### config.mk
export PLATFORM = sky130hd
export DESIGN_NAME = core_sequencer
export DESIGN_NICKNAME = d
export VERILOG_FILES = /design/src/rtl/core_pkg.sv /design/src/rtl/seq_timeout_cnt.sv /design/src/rtl/core_sequencer.sv
export SDC_FILE = /design/constraint.sdc
export NUM_CORES = 1
export LEC_CHECK = 0
export CAP_MARGIN = 20
export CORE_ASPECT_RATIO = 1.1
export CORE_MARGIN = 3
export CORE_UTILIZATION = 50
export CTS_BUF_LIST = sky130_fd_sc_hd__clkbuf_8
export DETAILED_ROUTE_END_ITERATION = 10
export PLACE_DENSITY = 0.82
export SLEW_MARGIN = 20
export SYNTH_ARGS = -nofsm -noshare
export SYNTH_HDL_FRONTEND = slang
export SYNTH_SLANG_ARGS = --single-unit
export TNS_END_PERCENT = 1
### constraint.sdc
create_clock -name clk_i -period 4.7 [get_ports clk_i]
set_input_delay 1.41 -clock clk_i [delete_from_list [all_inputs] [get_ports clk_i]]
set_output_delay 1.41 -clock clk_i [all_outputs]
set_load 0.005 [all_outputs]
### src/rtl/core_pkg.sv
// Shared state encoding and datapath select codes for the RV32I multi-cycle control sequencer.
package core_pkg;

    typedef enum logic [2:0] {
        FETCH  = 3'd0,
        DECODE = 3'd1,
        EXEC   = 3'd2,
        MEM    = 3'd3,
        WB     = 3'd4,
        HALT   = 3'd5,
        ERR    = 3'd6
    } seq_state_e;

    // Plain-vector copies of the encoding so the FSM register stays a logic vector.
    localparam logic [2:0] ST_FETCH  = FETCH;
    localparam logic [2:0] ST_DECODE = DECODE;
    localparam logic [2:0] ST_EXEC   = EXEC;
    localparam logic [2:0] ST_MEM    = MEM;
    localparam logic [2:0] ST_WB     = WB;
    localparam logic [2:0] ST_HALT   = HALT;
    localparam logic [2:0] ST_ERR    = ERR;

    localparam logic [1:0] PC_SEL_PC4 = 2'd0;
    localparam logic [1:0] PC_SEL_IMM = 2'd1;
    localparam logic [1:0] PC_SEL_ALU = 2'd2;

    localparam logic [1:0] WB_SEL_ALU  = 2'd0;
    localparam logic [1:0] WB_SEL_LOAD = 2'd1;
    localparam logic [1:0] WB_SEL_PC4  = 2'd2;

endpackage

### src/rtl/seq_timeout_cnt.sv
// Memory-wait watchdog: down-counter reloaded with TIMEOUT, decremented on each wait cycle,
// flagging the terminal count. TIMEOUT = 0 disables it.
module seq_timeout_cnt #(
    parameter int unsigned TIMEOUT = 16
) (
    input  logic clk_i,
    input  logic rst_ni,
    input  logic load_i,
    input  logic en_i,
    output logic expire_o
);

    localparam int unsigned    TW       = (TIMEOUT < 2) ? 1 : $clog2(TIMEOUT + 1);
    localparam logic [TW-1:0]  LOAD_VAL = TW'(TIMEOUT);

    logic [TW-1:0] cnt_q, cnt_d;

    always_comb begin
        cnt_d = cnt_q;
        if (load_i) begin
            cnt_d = LOAD_VAL;
        end else if (en_i && (cnt_q != '0)) begin
            cnt_d = cnt_q - TW'(1);
        end
    end

    always_ff @(posedge clk_i or negedge rst_ni) begin
        if (!rst_ni) begin
            cnt_q <= LOAD_VAL;
        end else begin
            cnt_q <= cnt_d;
        end
    end

    // Terminal count: the current wait cycle is the last one allowed.
    assign expire_o = (TIMEOUT != 0) && (cnt_q == TW'(1));

endmodule

### src/rtl/core_sequencer.sv
// Multi-cycle FETCH/DECODE/EXEC/MEM/WB control FSM for the RV32I core, with
// halt-at-boundary, memory-wait timeout and a retired-instruction counter.
//
// state  | meaning
// FETCH  | imem request outstanding, IR loads on rvalid
// DECODE | regfile read cycle
// EXEC   | ALU operation; branches update PC and retire here
// MEM    | dmem request outstanding; stores retire on ack
// WB     | regfile write, PC update, retire
// HALT   | parked at an instruction boundary while halt_req_i is high
// ERR    | memory wait timed out; sticky until reset
module core_sequencer
    import core_pkg::*;
#(
    parameter int unsigned TIMEOUT = 16,
    parameter int unsigned CNT_W   = 32
) (
    input  logic             clk_i,
    input  logic             rst_ni,
    output logic             imem_req_o,
    input  logic             imem_rvalid_i,
    output logic             dmem_req_o,
    output logic             dmem_we_o,
    input  logic             dmem_rvalid_i,
    input  logic             is_load_i,
    input  logic             is_S_i,
    input  logic             is_B_i,
    input  logic             is_J_i,
    input  logic             is_JALR_i,
    input  logic             is_LUI_i,
    input  logic             is_AUIPC_i,
    input  logic             br_taken_i,
    input  logic             halt_req_i,
    output logic             ir_we_o,
    output logic             pc_we_o,
    output logic [1:0]       pc_sel_o,
    output logic             opa_sel_o,
    output logic             rf_we_o,
    output logic [1:0]       wb_sel_o,
    output logic             retire_o,
    output logic [CNT_W-1:0] instr_cnt_o,
    output logic [2:0]       state_o,
    output logic             halted_o,
    output logic             err_o
);

    logic [2:0]       state_q, state_d;
    logic [CNT_W-1:0] instr_cnt_q, instr_cnt_d;
    logic             retire;
    logic             tmo_load, tmo_en, tmo_expire;

    // LUI needs no special sequencing: it goes EXEC -> WB like any ALU op.
    logic unused_lui;
    assign unused_lui = is_LUI_i;

    always_comb begin
        state_d    = state_q;
        imem_req_o = 1'b0;
        dmem_req_o = 1'b0;
        dmem_we_o  = 1'b0;
        ir_we_o    = 1'b0;
        pc_we_o    = 1'b0;
        pc_sel_o   = PC_SEL_PC4;
        opa_sel_o  = 1'b0;
        rf_we_o    = 1'b0;
        wb_sel_o   = WB_SEL_ALU;
        retire     = 1'b0;
        case (state_q)
            // Reset parks the FSM in FETCH; the request must stay low until rst_ni releases.
            ST_FETCH: if (rst_ni) begin
                imem_req_o = 1'b1;
                if (imem_rvalid_i) begin
                    ir_we_o = 1'b1;
                    state_d = ST_DECODE;
                end else if (tmo_expire) begin
                    state_d = ST_ERR;
                end
            end
            ST_DECODE: state_d = ST_EXEC;
            ST_EXEC: begin
                opa_sel_o = is_AUIPC_i | is_J_i | is_B_i;
                if (is_load_i | is_S_i) begin
                    state_d = ST_MEM;
                end else if (is_B_i) begin
                    pc_we_o  = 1'b1;
                    pc_sel_o = br_taken_i ? PC_SEL_IMM : PC_SEL_PC4;
                    retire   = 1'b1;
                end else begin
                    state_d = ST_WB;
                end
            end
            ST_MEM: begin
                dmem_req_o = 1'b1;
                dmem_we_o  = is_S_i;
                if (dmem_rvalid_i) begin
                    if (is_S_i) begin
                        pc_we_o = 1'b1;
                        retire  = 1'b1;
                    end else begin
                        state_d = ST_WB;
                    end
                end else if (tmo_expire) begin
                    state_d = ST_ERR;
                end
            end
            ST_WB: begin
                rf_we_o  = 1'b1;
                wb_sel_o = is_load_i ? WB_SEL_LOAD :
                           (is_J_i | is_JALR_i) ? WB_SEL_PC4 : WB_SEL_ALU;
                pc_we_o  = 1'b1;
                pc_sel_o = is_J_i ? PC_SEL_IMM : is_JALR_i ? PC_SEL_ALU : PC_SEL_PC4;
                retire   = 1'b1;
            end
            ST_HALT: if (!halt_req_i) state_d = ST_FETCH;
            ST_ERR:  state_d = ST_ERR;
            default: state_d = ST_ERR;
        endcase
        // Halt requests are only honoured at the retire boundary.
        if (retire) begin
            state_d = halt_req_i ? ST_HALT : ST_FETCH;
        end
    end

    assign instr_cnt_d = instr_cnt_q + CNT_W'(retire);

    assign tmo_load = (state_d != state_q);
    assign tmo_en   = ((state_q == ST_FETCH) && !imem_rvalid_i) ||
                      ((state_q == ST_MEM) && !dmem_rvalid_i);

    seq_timeout_cnt #(.TIMEOUT(TIMEOUT)) u_tmo (
        .clk_i    (clk_i),
        .rst_ni   (rst_ni),
        .load_i   (tmo_load),
        .en_i     (tmo_en),
        .expire_o (tmo_expire)
    );

    always_ff @(posedge clk_i or negedge rst_ni) begin
        if (!rst_ni) begin
            state_q     <= ST_FETCH;
            instr_cnt_q <= '0;
        end else begin
            state_q     <= state_d;
            instr_cnt_q <= instr_cnt_d;
        end
    end

    assign retire_o    = retire;
    assign instr_cnt_o = instr_cnt_q;
    assign state_o     = state_q;
    assign halted_o    = (state_q == ST_HALT);
    assign err_o       = (state_q == ST_ERR);

endmodule

==> results.yml <==
run_status:
  status: "complete, no violations"
clock_network:
  cts_tree: "built"
  ctsHtreeMaxLevel: 2
  clkTransAtPathRegs_ns: 0.08
  postCtsSetupBuffers: 0
  cts.path.max_buffers: 2
  cts.sinks: 40
  cts_root_buffer: "clkbuf_8"
  cts_buffers: 5
  worstSkewPairLatency_ns: 0.30
  ctsHoldBuffers: 0
global_routing:
  overflow: 0
  grt_pass1_wl_um: 9360
  first_global_vias: 1925
  grt_max_degree: 44
  antenna_found_initial: 0
  grt_util_all_layers_pct: 21.3
timing:
  timing.clock.skew_ns: 0.00823
  fin_crit_ns: 4.48
  timing.final.crit_share_pct: 95.3
  rsz0062_at_grt: "no"
  fmax_ghz: 0.223
  tns_ns: 0
  setup_viol: 0
  tightest_slew_ns: 0.764
  hold_violations: 0
  drv_slew: 0
  slew_headroom_pct: 48.3
min_path:
  hold_path.class: "flip-flop to flip-flop"
  min-delay-start: "instr_cnt_o[31]"
critical_path:
  path_class: "input port to output port"
  crit_top_cell: "clkdlybuf4s50_1"
  crit_path_start: "is_S_i"
  rrSetupSlack_ns: 1.74
  regToRegStartpoint: "state_o[0]"
  arrival_ns: 3.07
  cp_max_fo: 3
  crit_path_start_kind: "input port"
  crit_slowest_cell: "clkdlybuf4s50_1"
  crit_chain: "clkdlybuf4s50_1, nor3b_2, and2_2, a32oi_1, nor2_1, clkdlybuf4s50_1"
  reg2reg_depth: 10
  end_kind: "output port"
  critPathMaxStageDelay_ns: 0.51
  endpoint: "pc_sel_o[0]"
  cp.required_ns: 3.29
  reg2reg_to: "instr_cnt_o[31]"
die:
  start_util_pct: 52.9
  io_pins: 62
  rows: 25
  die_area_mm2: 0.00549
  die-width_um: 70.9
  die_y_um: 77.4
  core_mm2: 0.00438
detailed_routing:
  firstDrtPassIters: 4
  dr.first_iter.drc_count: 166
  wl_met2_um: 2770
  top_layer: "met4"
  dr_wl_met3_um: 209
  drt-total-wl_um: 5460
  postRouteAntennaNets: 0
  wl_met1_um: 2370
  viasPerCell: 5.66
  via_count: 1969
  wl_per_cell_um: 15.7
  drc: 0
layout:
  syn2layout_area_growth_pct: 33.1
  fin_area_mm2: 0.00309
  num-fill-cells: 361
  final_common_cell: "clkdlybuf4s50_1"
  nets: 311
  final_layout_size_suffix_gt1_share_pct: 11.9
  n_antenna_cell: 0
  final_cell_mix: "clkdlybuf4s50_1, dfrtp_1, xnor2_1, nor2_1, nand3_1"
pwr:
  switchingPower_uw: 483
  switching_share_pct: 36.1
  share_comb_of_total_power_pct: 40.2
  clkPwrFrac_pct: 22.3
  powerDensity_mw_per_mm2: 433
  p_int_uw: 853
  pwr-share-seq_pct: 37.4
  ir_drop_v: 0.000330
  p_leak_nw: 1.31
place:
  dpl.hpwl_um: 3940
  dpl_cell_area_mm2: 0.00296
  gp_congestion: 0.796
  port_buffers: 60
synthesis:
  synthFlopType: "dfrtp_1"
  synthXorXnorAreaFrac_pct: 12.1
  synth.area.mux_share_pct: 0
  ys_warn_count: 0
  synth-adder-area-share_pct: 2.70
  avgSynthCellArea_um2: 10.2
  synthDistinctLibCells: 57
  postSynth.asyncResetShare_pct: 100
  synth_simple_gate_area_share_pct: 25.2
  synth_compound_gate_area_share_pct: 12.4
  synth_nets: 245
  synth_top_family_by_area: "simple AND/OR/NAND/NOR gates"
  synthCells: 227
  synth_seq_cells: 40
  seq_area_frac_synth_pct: 43.2
  synth_edf_count: 0
  mappedNetlistArea_mm2: 0.00232
flow_run:
  maxCapViolCount: 0
-- flip-flops by register name, summed over array words and instances (netlist names) --
name         flops
instr_cnt_o     32
state_o          3
u_tmo.cnt_q      5
-- cells in the mapped netlist, types with 2 or more instances --
master	number	area [µm²]
nand3_1	16	80.1
or2_1	2	12.5
nand4_1	4	25.0
and3_1	9	56.3
nor2_1	16	60.1
dfrtp_1	39	976
a21oi_1	9	45.0
nand2_1	15	56.3
a31oi_1	2	12.5
buf_4	2	15.0
inv_1	9	33.8
nor4b_1	2	17.5
buf_6	3	33.8
o21ai_0	3	15.0
ha_1	5	62.6
nor3_1	8	40.0
nor2b_1	4	25.0
xnor2_1	21	184
and2_2	2	15.0
or2_2	2	12.5
and2_1	2	12.5
xor2_1	11	96.3
nor3b_1	3	22.5
and4_1	4	35.0
nand2b_1	2	12.5
-- through the flow --
stage	hold slack (ns)	utilization [%]	power, mW	setup slack [ns]	cells
floorplan	0.465	-	0.837	1.19	227
global placement	0.458	67.6	1.02	0.121	340
detailed placement	0.466	67.6	1.03	0.0944	340
CTS	0.477	70.3	1.34	0.0863	348
global route	0.507	70.5	1.42	0.141	348
finish	0.479	70.5	1.34	0.220	348
-- what timing repair did --
item / CTS / global route
gates resized for setup: 0 / 1
endpoints found under the setup margin: 0 / 3
hold endpoints to repair: 0 / 0
-- cell families (layout without fill, tap and decap cells) --
family / Yosys count / count (layout)
buffers and inverters: 16 / 83
xor gates and xnor gates: 32 / 32
DFF: 40 / 40
AOI/OAI and AO/OA: 33 / 33
adders and majority gates: 5 / 5
and+or+nand+nor: 101 / 101
-- power by group through the flow --
stage                     clock, mW  combinational, mW  sequential [mW]
after global placement            0              0.519            0.501
after floorplan                   0              0.388            0.449
after detailed placement          0              0.531            0.503
final                         0.298              0.537            0.500
after CTS                     0.302              0.540            0.499
after global routing          0.319              0.587            0.513
-- critical path, delay by kind of cell --
kind	cells	cell delay, ns
buf+inv	2	0.96
simple gates	3	0.63
compound gates	1	0.07
-- metal layers --
metal,vias to the layer above,track usage [%]
met5,-,0
li1,942,-
met4,0,9.40
met1,964,28.0
met2,50,34.7
met3,13,3.24
-- worst min-delay path by stage --
stage,to,depth (start not counted)
4_1_cts,instr_cnt_o[31],1
3_5_place_dp,instr_cnt_o[31],1
2_1_floorplan,instr_cnt_o[31],1
3_3_place_gp,instr_cnt_o[31],1
6_report,instr_cnt_o[31],1
5_1_grt,instr_cnt_o[31],1
-- final cells by class --
| class | instances | area (µm²) | area share (%) |
|---|---|---|---|
| Clock buffer | 6 | 82.6 | 2.68 |
| Clock inverter | 2 | 38.8 | 1.26 |
| Inverter | 9 | 33.8 | 1.09 |
| Multi-Input combinational cell | 171 | 1220 | 39.5 |
| Sequential cell | 40 | 1000 | 32.5 |
| Tap cell | 54 | 67.6 | 2.19 |
| Timing Repair Buffer | 66 | 641 | 20.8 |
Note: power is estimated with default switching activity, not from simulation.
